File: config.mk
export PLATFORM = sky130hd
export DESIGN_NAME = seq_divider
export DESIGN_NICKNAME = d
export VERILOG_FILES = /design/src/rtl/seq_divider.sv
export SDC_FILE = /design/constraint.sdc
export NUM_CORES = 1
export LEC_CHECK = 0
export BUFFER_PORTS_ARGS = -buffer_cell sky130_fd_sc_hd__clkbuf_2
export CELL_PAD_IN_SITES_DETAIL_PLACEMENT = 0
export CELL_PAD_IN_SITES_GLOBAL_PLACEMENT = 1
export CORE_UTILIZATION = 43
export DETAILED_ROUTE_END_ITERATION = 8
export GPL_TIMING_DRIVEN = 0
export PLACE_DENSITY_LB_ADDON = 0.1
export SYNTH_ARGS = -nofsm -noshare
export SYNTH_HDL_FRONTEND = slang
export SYNTH_SLANG_ARGS = --single-unit
export TNS_END_PERCENT = 30
File: constraint.sdc
create_clock -name clk -period 3.11 [get_ports clk]
set_input_delay 0.622 -clock clk [delete_from_list [all_inputs] [get_ports clk]]
set_output_delay 0.622 -clock clk [all_outputs]
set_load 0.01 [all_outputs]
File: src/rtl/seq_divider.sv
// seq_divider: sequential restoring divider, unsigned Bitwidth-bit dividend / divisor -> quotient, remainder.
// Latency: start to done is Bitwidth+1 cycles (1 cycle for a zero divisor); one result per Bitwidth+2 cycles.
// Backpressure: none; start is only accepted in IDLE and is ignored (not queued) while busy.
//
// Ports:
//   clk, rst           single clock, synchronous active-high reset
//   start              request, accepted only in IDLE; dividend/divisor sampled on the accepting edge
//   dividend, divisor  unsigned operands, Bitwidth bits
//   quotient,          registered results, updated only on entry to DONE (or cleared by rst),
//   remainder,         held stable until the next DONE
//   div_by_zero        registered flag qualifying the held result
//   busy               high whenever the FSM is not in IDLE
//   done               one-cycle pulse while in DONE, results valid
module seq_divider #(
    parameter int Bitwidth = 8
) (
    input  logic                clk,
    input  logic                rst,
    input  logic                start,
    input  logic [Bitwidth-1:0] dividend,
    input  logic [Bitwidth-1:0] divisor,
    output logic [Bitwidth-1:0] quotient,
    output logic [Bitwidth-1:0] remainder,
    output logic                busy,
    output logic                done,
    output logic                div_by_zero
);

    localparam int CW = $clog2(Bitwidth) + 1;  // cnt must hold the value Bitwidth
    localparam int AW = 2 * Bitwidth + 1;      // acc = {partial remainder (W+1), quotient/dividend (W)}

    typedef enum logic [1:0] {
        S_IDLE = 2'd0,
        S_RUN  = 2'd1,
        S_DONE = 2'd2
    } state_t;

    state_t state;
    state_t state_next;

    logic [AW-1:0]       acc;
    logic [Bitwidth-1:0] dreg;
    logic [CW-1:0]       cnt;

    // FSM control strobes
    logic load;       // accept a request with a nonzero divisor
    logic load_zero;  // accept a request with a zero divisor
    logic step;       // perform one restoring iteration
    logic finish;     // this iteration is the last one

    // One restoring iteration on acc
    logic [Bitwidth:0]   upper_sh;    // upper part after the left shift
    logic [Bitwidth+1:0] diff;        // trial subtraction, MSB is the borrow
    logic                fits;
    logic [Bitwidth:0]   upper_next;
    logic [Bitwidth-1:0] lower_next;
    logic [AW-1:0]       acc_next;

    // ------------------------------------------------------------------
    // State register
    // ------------------------------------------------------------------
    always_ff @(posedge clk) begin
        if (rst) begin
            state <= S_IDLE;
        end else begin
            state <= state_next;
        end
    end

    // ------------------------------------------------------------------
    // Next-state and control outputs
    // ------------------------------------------------------------------
    always_comb begin
        state_next = state;
        load       = 1'b0;
        load_zero  = 1'b0;
        step       = 1'b0;
        finish     = 1'b0;
        busy       = 1'b0;
        done       = 1'b0;

        case (state)
            S_IDLE: begin
                if (start) begin
                    if (divisor == '0) begin
                        // Zero divisor skips RUN; the result is written on entry to DONE.
                        load_zero  = 1'b1;
                        state_next = S_DONE;
                    end else begin
                        load       = 1'b1;
                        state_next = S_RUN;
                    end
                end
            end
            S_RUN: begin
                busy = 1'b1;
                step = 1'b1;
                if (cnt == CW'(1)) begin
                    finish     = 1'b1;
                    state_next = S_DONE;
                end
            end
            S_DONE: begin
                busy       = 1'b1;
                done       = 1'b1;
                state_next = S_IDLE;
            end
            default: begin
                state_next = S_IDLE;
            end
        endcase
    end

    // ------------------------------------------------------------------
    // Restoring step. The shifted-out top bit of acc is always zero
    // (partial remainder < divisor), but it is kept in the subtraction so
    // the compare is exact on the full shifted value.
    // ------------------------------------------------------------------
    always_comb begin
        upper_sh   = acc[AW-2:Bitwidth-1];
        diff       = {acc[AW-1], upper_sh} - {2'b00, dreg};
        fits       = ~diff[Bitwidth+1];
        upper_next = fits ? diff[Bitwidth:0] : upper_sh;
        lower_next = {acc[Bitwidth-2:0], fits};
        acc_next   = {upper_next, lower_next};
    end

    // ------------------------------------------------------------------
    // Datapath and result registers
    // ------------------------------------------------------------------
    always_ff @(posedge clk) begin
        if (rst) begin
            acc         <= '0;
            dreg        <= '0;
            cnt         <= '0;
            quotient    <= '0;
            remainder   <= '0;
            div_by_zero <= 1'b0;
        end else begin
            if (load) begin
                dreg <= divisor;
                acc  <= {{(Bitwidth + 1){1'b0}}, dividend};
                cnt  <= CW'(Bitwidth);
            end

            if (load_zero) begin
                quotient    <= '1;
                remainder   <= dividend;
                div_by_zero <= 1'b1;
            end

            if (step) begin
                acc <= acc_next;
                cnt <= cnt - CW'(1);
                // Results are captured from the final iteration so they are
                // already valid in the DONE cycle and never move otherwise.
                if (finish) begin
                    quotient    <= lower_next;
                    remainder   <= upper_next[Bitwidth-1:0];
                    div_by_zero <= 1'b0;
                end
            end
        end
    end

endmodule

==> results of run 1 <==
[worst min-delay path, delay by kind of cell (launching register included)]
kind / cells / cell delay, ps
flip-flops: 1 / 310
AND/OR/NAND/NOR: 1 / 50
AO/OA/AOI/OAI: 1 / 50
[per-layer routing]
| layer | vias up | track usage (%) | routed length (microns) |
|---|---|---|---|
| li1 | 1248 | - | - |
| met1 | 1070 | 28.8 | 3100 |
| met2 | 52 | 35.0 | 3040 |
| met3 | 10 | 4.04 | 290 |
| met4 | 0 | 7.86 | 110 |
| met5 | - | 0 | 0 |
[worst paths after layout]
kind	endpoint	slack, ps	cells past startpoint
max	remainder[6]$_SDFF_PP0_	680	9
min	dreg[7]$_SDFFE_PP0P_	460	2
max reg2reg	remainder[6]$_SDFF_PP0_	680	9
min reg2reg	dreg[7]$_SDFFE_PP0P_	460	2
[area by class of cell]
cell class	count	area, sq um
Buffer	21	135
Clock buffer	6	72.6
Clock inverter	2	35.0
Fill cell	602	2900
Inverter	13	48.8
Multi-Input combinational cell	247	1570
Sequential cell	48	961
Tap cell	75	93.8
Timing Repair Buffer	36	180
[sequential cells by signal, indices dropped and copies added (netlist names)]
name / cells
cnt: 4
div_by_zero: 1
dreg: 8
remainder: 8
quotient: 8
acc: 17
state: 2
[power by group through the flow]
stage          combinational, uW  clock [uW]  sequential (uW)
5_1_grt                      804         483              713
3_3_place_gp                 703           0              720
2_1_floorplan                549           0              710
3_5_place_dp                 710           0              720
6_report                     711         449              706
4_1_cts                      712         457              706
[cells by family (layout without fill, tap and decap cells)]
group                      Yosys count  in the layout  share of synthesized area, %
DFF                                 48             48                          35.5
xor gates and xnor gates             6              6                          1.94
buffers and inverters               34             78                          6.79
AOI/OAI and AO/OA                   75             75                          18.3
muxes                               18             18                          6.93
and+or+nand+nor                    134            134                          23.8
adders and majority gates           14             14                          6.74
[through the flow]
step           util (%)  hold WS (ps)  std cells
2_1_floorplan         -           436        329
3_3_place_gp       49.8           447        440
3_5_place_dp       49.8           449        440
4_1_cts            51.6           461        448
5_1_grt            51.6           497        448
6_report           51.6           457        448
[cells in the final DEF (no fill, tap or decap), drive strengths merged, types with 2 or more instances in the layout]
master  synthesis  layout
nor2b           2       2
mux2            6       6
a211oi          4       4
ha             13      13
dfxtp          48      48
a21o            7       7
xnor2           3       3
clkbuf          8      50
nand2b          6       6
a31oi           3       3
o211ai          7       7
nor4            2       2
nor3           24      24
nand2          38      38
nand4           4       4
nand3          10      10
and2            2       2
buf            13      13
xor2            3       3
nor2           38      38
a311oi          5       5
mux2i          12      12
a21oi          29      29
o21ai          12      12
inv            13      13
or3             3       3
==> flow_metrics.py, run 1 <==
metrics = {
    "run_status": {
        "status": "finished clean",
    },
    "placement": {
        "place_hpwl_mm": 5.07,
        "port-buffer-count": 36,
        "placedInstanceArea_sq_mm": 0.00298,
        "post-place-ws_ps": 661,
        "place_congestion": 0.894,
    },
    "detailed_routing": {
        "via_count": 2380,
        "drtIter0Drc": 70,
        "viasPerCell": 5.31,
        "firstDrtPassIters": 4,
        "drtAntennaViolNets": 0,
        "residual_drc_count": 0,
        "drt_wl_total_mm": 6.54,
        "drt-wirelength-per-cell_microns": 14.6,
    },
    "die": {
        "die-width_microns": 81.4,
        "row_count": 28,
        "die_y_microns": 81.4,
        "floorplan.core_area_sq_mm": 0.00599,
        "design.die.area_sq_mm": 0.00662,
        "start_util_pct": 45.2,
        "design.portCount": 38,
    },
    "timing": {
        "setup_viol": 0,
        "achievable-frequency_mhz": 411,
        "timing.setup.tns_ps": 0,
        "share_of_the_cycle_needed_by_the_critical_path_after_routing_pct": 78.3,
        "max_slew.worst_pin.slew_ps": 968,
        "fin_worst_skew_ps": 9.27,
        "setup_ws_ps": 675,
        "unrepaired_setup_endpoints_after_global_routing": "no",
        "slew-limit-headroom_pct": 34.9,
        "finalHoldViolations": 0,
        "fin_crit_ps": 2430,
        "drv_slew": 0,
    },
    "clock_tree": {
        "cts_hold_buffers": 0,
        "postCtsSetupBuffers": 0,
        "clkSlewWorstSetupHoldPaths_ps": 90,
        "numCtsBuffers": 5,
        "clock_root_buffer": "sky130_fd_sc_hd__clkbuf_8",
        "number_of_gates_given_a_new_drive_strength_after_cts": 0,
        "htreeDepth": 2,
        "max_root_sink_buffers": 2,
        "clock_insertion_delay_worst_skew_ps": 300,
        "cts_sinks": 48,
        "clock_tree_from_tritoncts": "built",
    },
    "global_route": {
        "number_of_antenna_violations_at_the_first_check_in_global_routing": 0,
        "overflow_left_after_global_routing": 0,
        "grt_pass1_vias": 2255,
        "largest_net_degree_at_the_start_of_global_routing": 15,
        "track_usage_pct": 21.8,
        "grt_first_pass_wirelength_mm": 10.9,
    },
    "setup_path": {
        "critical_path.most_common_cell": "sky130_fd_sc_hd__inv_1",
        "worst_setup_start_kind": "flip-flop",
        "worst_r2r_startpoint": "acc[7]$_SDFFE_PP0P_",
        "critical_path.max_stage_delay_ps": 390,
        "critical_path_peak_fanout": 3,
        "timing.setup.critical_path_class": "reg -> reg",
        "crit_slowest_cell": "sky130_fd_sc_hd__fa_1",
        "worst_ep_required_time_ps": 3320,
        "timing.critical_path.to_type": "flip-flop",
        "path_delay_family": "compound AO/OA/AOI/OAI gates",
        "cp_num_buf_inv": 2,
        "crit_chain": "inv_1 > ha_1 > inv_1 > fa_1 > a21o_2 > a221oi_1 > xor2_1 > or3_1 > a311oi_1",
        "worstSetupStartpoint": "acc[7]$_SDFFE_PP0P_",
        "crit_arrival_ps": 2650,
    },
    "logic_synthesis": {
        "ys_dominant_reg_cell": "sky130_fd_sc_hd__dfxtp_1",
        "synth.most_common_cell": "sky130_fd_sc_hd__dfxtp_1",
        "post_synth_main_area_contributors": "sky130_fd_sc_hd__dfxtp_1 35%, sky130_fd_sc_hd__ha_1 6.0%, sky130_fd_sc_hd__nand2_1 5.3%",
        "syn-cell-area_sq_mm": 0.00271,
        "synth_warnings": 0,
        "postSynthAreaPerCell_sq_um": 8.24,
        "synth_edf_count": 0,
        "synth_instances": 329,
        "synth.top_cell.area_share_pct": 35.5,
        "async_reset_ff_share_pct": 0,
        "postSynthNetCount": 362,
        "post_synth_num_cell_types": 53,
        "yosysSeqAreaShare_pct": 35.5,
        "synth-seq-cells": 48,
        "yosys-top-cells-count": "48 x sky130_fd_sc_hd__dfxtp_1, 38 x sky130_fd_sc_hd__nand2_1, 37 x sky130_fd_sc_hd__nor2_1",
        "post-synth-top-area-cell": "sky130_fd_sc_hd__dfxtp_1",
    },
    "power_and_ir_drop": {
        "static-leakage-power_uw": 0.00123,
        "switching_share_pct": 36.1,
        "pint_uw": 1190,
        "comb_power_share_pct": 38.1,
        "p_sw_uw": 674,
        "report.power.total_uw": 1870,
        "vdd.ir_drop.worst_uv": 275,
        "clockPowerShare_pct": 24.1,
        "pwr_density_mw_per_mm2": 603,
        "seq_power_share_pct": 37.8,
    },
    "min_path": {
        "timing.hold.worst.class": "reg -> reg",
        "worstHoldStart": "dreg[7]$_SDFFE_PP0P_",
    },
    "cells_and_area": {
        "share_of_layout_cells_above_drive_strength_1_pct": 20.4,
        "syn2layout_area_growth_pct": 14.1,
        "final_area_sq_mm": 0.00309,
        "final_nets": 405,
        "n_antenna_cell": 0,
    },
    "flow_run": {
        "cap_viol_max_count": 0,
    },
}
Power figures use the tool's default switching activity.
==> inputs of run 2 (changes only) <==
Settings changed: CORE_UTILIZATION 43 to 38.
Clock period 3.11 ns to 2.1 ns, I/O delays scaled along.
==> flow_metrics.py, run 2 (synthesized netlist as in run 1, its figures left out) <==
metrics = {
    "timing": {
        "setup_viol": 5,
        "slew-limit-headroom_pct": 61.1,
        "max_slew.worst_pin.slew_ps": 580,
        "unrepaired_setup_endpoints_after_global_routing": "yes",
        "achievable-frequency_mhz": 461,
        "fin_crit_ps": 2170,
        "setup_ws_ps": -67.6,
        "share_of_the_cycle_needed_by_the_critical_path_after_routing_pct": 103,
        "finalHoldViolations": 0,
        "drv_slew": 0,
        "fin_worst_skew_ps": 4.34,
    },
    "clock_tree": {
        "htreeDepth": 2,
        "numCtsBuffers": 5,
        "clock_insertion_delay_worst_skew_ps": 310,
        "max_root_sink_buffers": 2,
        "clkSlewWorstSetupHoldPaths_ps": 100,
        "clock_tree_from_tritoncts": "built",
        "clock_root_buffer": "sky130_fd_sc_hd__clkbuf_8",
        "cts_sinks": 48,
    },
    "run_status": {
        "violations_in_the_final_reports": "setup timing",
        "status": "finished, violations left",
    },
    "setup_path": {
        "setup.worst_path.end": "remainder[6]$_SDFF_PP0_",
        "worst_ep_required_time_ps": 2330,
        "critical_path_peak_fanout": 3,
        "timing.setup.critical_path_class": "reg -> reg",
        "rrSetupSlack_ps": -70,
        "worstSetupStartpoint": "acc[7]$_SDFFE_PP0P_",
        "cp_num_buf_inv": 2,
        "worst_r2r_startpoint": "acc[7]$_SDFFE_PP0P_",
        "critical_path.max_stage_delay_ps": 350,
        "reg2regPathDepth": 9,
        "timing.critical_path.to_type": "flip-flop",
        "crit_arrival_ps": 2400,
        "critical_path.most_common_cell": "sky130_fd_sc_hd__inv_2",
        "worst_r2r_endpoint": "remainder[6]$_SDFF_PP0_",
        "crit_slowest_cell": "sky130_fd_sc_hd__dfxtp_2",
        "crit_chain": "inv_2 > ha_4 > inv_2 > fa_2 > a21o_4 > a221oi_4 > xor2_1 > or3_1 > a311oi_1",
        "path_delay_family": "compound AO/OA/AOI/OAI gates",
        "timing.critical_path.depth": 9,
        "worst_setup_start_kind": "flip-flop",
    },
    "global_route": {
        "number_of_antenna_violations_at_the_first_check_in_global_routing": 0,
        "global_routing_met1_resource_utilization_pct": 25.4,
        "grt_util_met3_pct": 3.62,
        "grt_most_used_layer": "met2",
        "largest_net_degree_at_the_start_of_global_routing": 17,
        "track_usage_pct": 19.6,
        "grt_pass1_vias": 2225,
        "grt_first_pass_wirelength_mm": 11.2,
        "overflow_left_after_global_routing": 0,
        "groute.layer.met2.usage_pct": 33.0,
    },
    "cells_and_area": {
        "most-common-layout-cells": "42 x sky130_fd_sc_hd__dfxtp_1, 37 x sky130_fd_sc_hd__nand2_1, 36 x sky130_fd_sc_hd__clkbuf_2",
        "syn2layout_area_growth_pct": 22.9,
        "largest_register_ffs": 17,
        "n_antenna_cell": 0,
        "registers.top_by_ff_count": "acc",
        "layout.cells.most_common": "sky130_fd_sc_hd__dfxtp_1",
        "share_of_layout_cells_above_drive_strength_1_pct": 26.9,
        "fill_cell_instance_count_of_the_final_layout": 725,
        "final_nets": 408,
    },
    "detailed_routing": {
        "drt_wl_total_mm": 7.08,
        "via_count": 2426,
        "residual_drc_count": 0,
        "drtIter0Drc": 58,
        "viasPerCell": 5.14,
        "drtAntennaViolNets": 0,
        "firstDrtPassIters": 4,
        "drt-wirelength-per-cell_microns": 15.0,
    },
    "flow_run": {
        "cap_viol_max_count": 0,
    },
    "die": {
        "row_count": 30,
        "start_util_pct": 39.7,
        "design.die.area_sq_mm": 0.00747,
        "design.portCount": 38,
        "die-width_microns": 86.5,
        "floorplan.core_area_sq_mm": 0.00683,
        "die_y_microns": 86.5,
    },
    "placement": {
        "place_congestion": 0.864,
        "place_hpwl_mm": 5.26,
        "post-place-ws_ps": -192,
        "port-buffer-count": 36,
    },
    "power_and_ir_drop": {
        "vdd.ir_drop.worst_uv": 393,
        "report.power.total_uw": 3130,
        "pwr_density_mw_per_mm2": 939,
        "static-leakage-power_uw": 0.00127,
    },
    "min_path": {
        "timing.hold.worst.class": "in -> reg",
    },
}
-- run 2: worst min-delay path by stage --
stage                                     from              endpoint  slack [ps]  cells past startpoint
after floorplan           dreg[1]$_SDFFE_PP0P_  dreg[1]$_SDFFE_PP0P_         440                      2
after global placement    dreg[3]$_SDFFE_PP0P_  dreg[3]$_SDFFE_PP0P_         450                      2
after detailed placement  dreg[5]$_SDFFE_PP0P_  dreg[5]$_SDFFE_PP0P_         450                      2
after CTS                           divisor[4]  dreg[4]$_SDFFE_PP0P_         340                      3
after global routing                divisor[1]  dreg[1]$_SDFFE_PP0P_         350                      3
final                               divisor[1]  dreg[1]$_SDFFE_PP0P_         340                      3
-- run 2: area by class of cell --
cell class                 instances  area, sq um  area share (%)
buffer                            21          155            4.66
sequential                        48          968            29.1
tap                               96          120            3.61
inverter                          13         48.8            1.47
clock inverter                     3         68.8            2.07
clock buffer                       5         68.8            2.07
multi-input combinational        247         1700            51.1
timing repair buffer              39          200            6.01
-- run 2: through the flow --
step                instance area, sq um  util [%]  setup TNS, ps  instances  hold WS [ps]
floorplan                           2720         -              0        329           436
CTS                                 3250      47.6           -209        470           341
detailed placement                  3020      44.2          -2020        461           450
global placement                    3020      44.2          -1880        461           445
global route                        3330      48.8          -1680        472           347
finish                              3330      48.8           -137        472           338
-- run 2: power breakdown --
part           internal [uW]  switching (uW)
combinational            539             713
sequential               987            64.4
clock                    480             345
-- run 2: routing by layer --
metal | vias to the layer above | wire, microns
met5 | - | 0
met2 | 52 | 3410
met1 | 1111 | 3240
met4 | 0 | 109
li1 | 1254 | -
met3 | 9 | 320
-- run 2: what timing repair did --
action	4_1_cts	5_1_grt
endpoints found under the setup margin	22	21
resized for setup	18	17
hold buffers	0	0
setup buffers	1	1
gates cloned	0	1
pin swaps	4	10
-- run 2: worst register-to-register path, delay by kind of cell (launching register included) --
kind / cells / cell delay (ps)
xor gates and xnor gates: 1 / 120
adders and majority gates: 2 / 480
DFF: 1 / 350
buffers and inverters: 2 / 110
and+or+nand+nor: 1 / 330
AOI/OAI and AO/OA: 3 / 690
==> inputs of run 3 (changes only) <==
Settings changed: REMOVE_ABC_BUFFERS set to 1.
==> flow_metrics.py, run 3 (synthesized netlist as in run 1, its figures left out) <==
metrics = {
    "flow_run": {
        "cap_viol_max_count": 0,
    },
    "clock_tree": {
        "clock_root_buffer": "sky130_fd_sc_hd__clkbuf_8",
        "cts_sinks": 48,
        "numCtsBuffers": 5,
        "clock_insertion_delay_worst_skew_ps": 310,
        "clock_tree_from_tritoncts": "built",
        "htreeDepth": 2,
        "max_root_sink_buffers": 2,
        "clkSlewWorstSetupHoldPaths_ps": 100,
    },
    "setup_path": {
        "worst_r2r_endpoint": "remainder[6]$_SDFF_PP0_",
        "worst_setup_start_kind": "flip-flop",
        "worst_ep_required_time_ps": 2310,
        "crit_arrival_ps": 2460,
        "reg2regPathDepth": 9,
        "worst_r2r_startpoint": "acc[7]$_SDFFE_PP0P_",
        "timing.critical_path.to_type": "flip-flop",
        "timing.setup.critical_path_class": "reg -> reg",
        "critical_path_peak_fanout": 3,
        "rrSetupSlack_ps": -150,
    },
    "power_and_ir_drop": {
        "pwr_density_mw_per_mm2": 900,
        "vdd.ir_drop.worst_uv": 422,
        "static-leakage-power_uw": 0.00131,
    },
    "placement": {
        "placedInstanceArea_sq_mm": 0.00290,
        "port-buffer-count": 37,
        "place_hpwl_mm": 4.34,
        "place_congestion": 0.760,
        "post-place-ws_ps": -771,
    },
    "timing": {
        "share_of_the_cycle_needed_by_the_critical_path_after_routing_pct": 107,
        "drv_slew": 0,
        "finalHoldViolations": 0,
        "max_slew.worst_pin.slew_ps": 929,
        "slew-limit-headroom_pct": 37.6,
        "fin_crit_ps": 2250,
        "fin_worst_skew_ps": 7.53,
        "setup_viol": 8,
        "timing.setup.tns_ps": -445,
        "setup_ws_ps": -149,
        "achievable-frequency_mhz": 445,
        "unrepaired_setup_endpoints_after_global_routing": "yes",
    },
    "min_path": {
        "timing.hold.worst.class": "in -> reg",
        "worstHoldStart": "divisor[3]",
        "worst_hold_path.num_cells": 3,
        "min_delay_worst_endpoint": "dreg[3]$_SDFFE_PP0P_",
    },
    "cells_and_area": {
        "final_nets": 413,
        "largest_register_ffs": 17,
        "share_of_layout_cells_above_drive_strength_1_pct": 32.8,
        "syn2layout_area_growth_pct": 28.5,
        "final_area_sq_mm": 0.00348,
        "layout.cells.most_common": "sky130_fd_sc_hd__dfxtp_1",
        "n_antenna_cell": 0,
        "registers.top_by_ff_count": "acc",
        "most-common-layout-cells": "38 x sky130_fd_sc_hd__dfxtp_1, 37 x sky130_fd_sc_hd__nand2_1, 37 x sky130_fd_sc_hd__clkbuf_2",
    },
    "detailed_routing": {
        "drt-wirelength-per-cell_microns": 14.4,
        "drt_wl_total_mm": 6.85,
        "viasPerCell": 5.07,
        "drtAntennaViolNets": 0,
        "via_count": 2419,
        "drtIter0Drc": 113,
        "residual_drc_count": 0,
        "firstDrtPassIters": 4,
    },
    "die": {
        "design.die.area_sq_mm": 0.00747,
        "row_count": 30,
        "floorplan.core_area_sq_mm": 0.00683,
        "design.portCount": 38,
        "die-width_microns": 86.5,
        "die_y_microns": 86.5,
        "start_util_pct": 39.7,
    },
    "run_status": {
        "status": "finished, violations left",
        "violations_in_the_final_reports": "setup timing",
    },
    "global_route": {
        "number_of_antenna_violations_at_the_first_check_in_global_routing": 0,
        "track_usage_pct": 18.8,
        "grt_pass1_vias": 2292,
        "largest_net_degree_at_the_start_of_global_routing": 44,
        "overflow_left_after_global_routing": 0,
        "grt_first_pass_wirelength_mm": 11.0,
    },
}
[run 3: cell count changes in the layout (fill, tap and decap cells not counted), moves of 4 or more]
cell,before,now
sky130_fd_sc_hd__buf_4,5,20
sky130_fd_sc_hd__buf_6,7,1
sky130_fd_sc_hd__clkbuf_1,7,0
sky130_fd_sc_hd__dfxtp_1,42,38
[run 3: layout make-up]
| type | instances | area [sq um] |
|---|---|---|
| clock buffers | 6 | 82.6 |
| clock inverters | 2 | 15.0 |
| fillers | 694 | 3350 |
| inverters | 13 | 51.3 |
| multi-input cells | 251 | 1830 |
| flip-flops and latches | 48 | 976 |
| well taps | 96 | 120 |
| repair buffers | 61 | 407 |
[run 3: metal layers]
layer	GRT usage (%)	share of wire, %	vias to the layer above
li1	-	-	1274
met1	23.8	47	1076
met2	32.6	48	59
met3	3.24	3.6	10
met4	5.61	1.3	0
met5	0	0	-
[run 3: what timing repair did]
item | in CTS | in global routing
setup buffers | 6 | 17
gates resized for setup | 39 | 14
pin swaps | 15 | 12
hold buffers | 0 | 0
gates cloned | 2 | 2
setup endpoints to repair | 27 | 31
[run 3: power by group]
part           internal (uW)  leakage [uW]  switching [uW]
combinational            674      0.000876             795
clock                    267     0.0000434             334
sequential               989      0.000395            75.5
total                   1930       0.00131            1200
[run 3: per-stage QoR]
step,util [%],power (uW),std cells,hold WS (ps)
6_report,51.0,3130,477,341
4_1_cts,47.7,2930,458,345
2_1_floorplan,-,1790,308,430
5_1_grt,51.0,3330,477,343
3_3_place_gp,42.2,2030,441,443
3_5_place_dp,42.4,2040,442,448
[run 3: critical path, stage by stage, from the launching register on]
cell	delay [ps]
sky130_fd_sc_hd__dfxtp_4	380
sky130_fd_sc_hd__inv_4	60
sky130_fd_sc_hd__ha_4	140
sky130_fd_sc_hd__inv_2	40
sky130_fd_sc_hd__fa_2	360
sky130_fd_sc_hd__a21o_4	230
sky130_fd_sc_hd__a221oi_4	260
sky130_fd_sc_hd__xor2_1	130
sky130_fd_sc_hd__or3_1	320
sky130_fd_sc_hd__a311oi_1	250
[run 3: worst max-delay path by stage]
stage,start,endpoint,slack (ps),cells after the start
detailed placement,state[1]$_SDFFE_PP0P_,remainder[1]$_SDFF_PP0_,-770,5
floorplan,state[0]$_SDFFE_PP0P_,acc[16]$_SDFFE_PP0P_,-420,7
global placement,state[0]$_SDFFE_PP0P_,acc[16]$_SDFFE_PP0P_,-1510,7
global route,acc[7]$_SDFFE_PP0P_,remainder[6]$_SDFF_PP0_,-210,9
CTS,acc[7]$_SDFFE_PP0P_,remainder[6]$_SDFF_PP0_,-130,9
finish,acc[7]$_SDFFE_PP0P_,remainder[6]$_SDFF_PP0_,-150,9
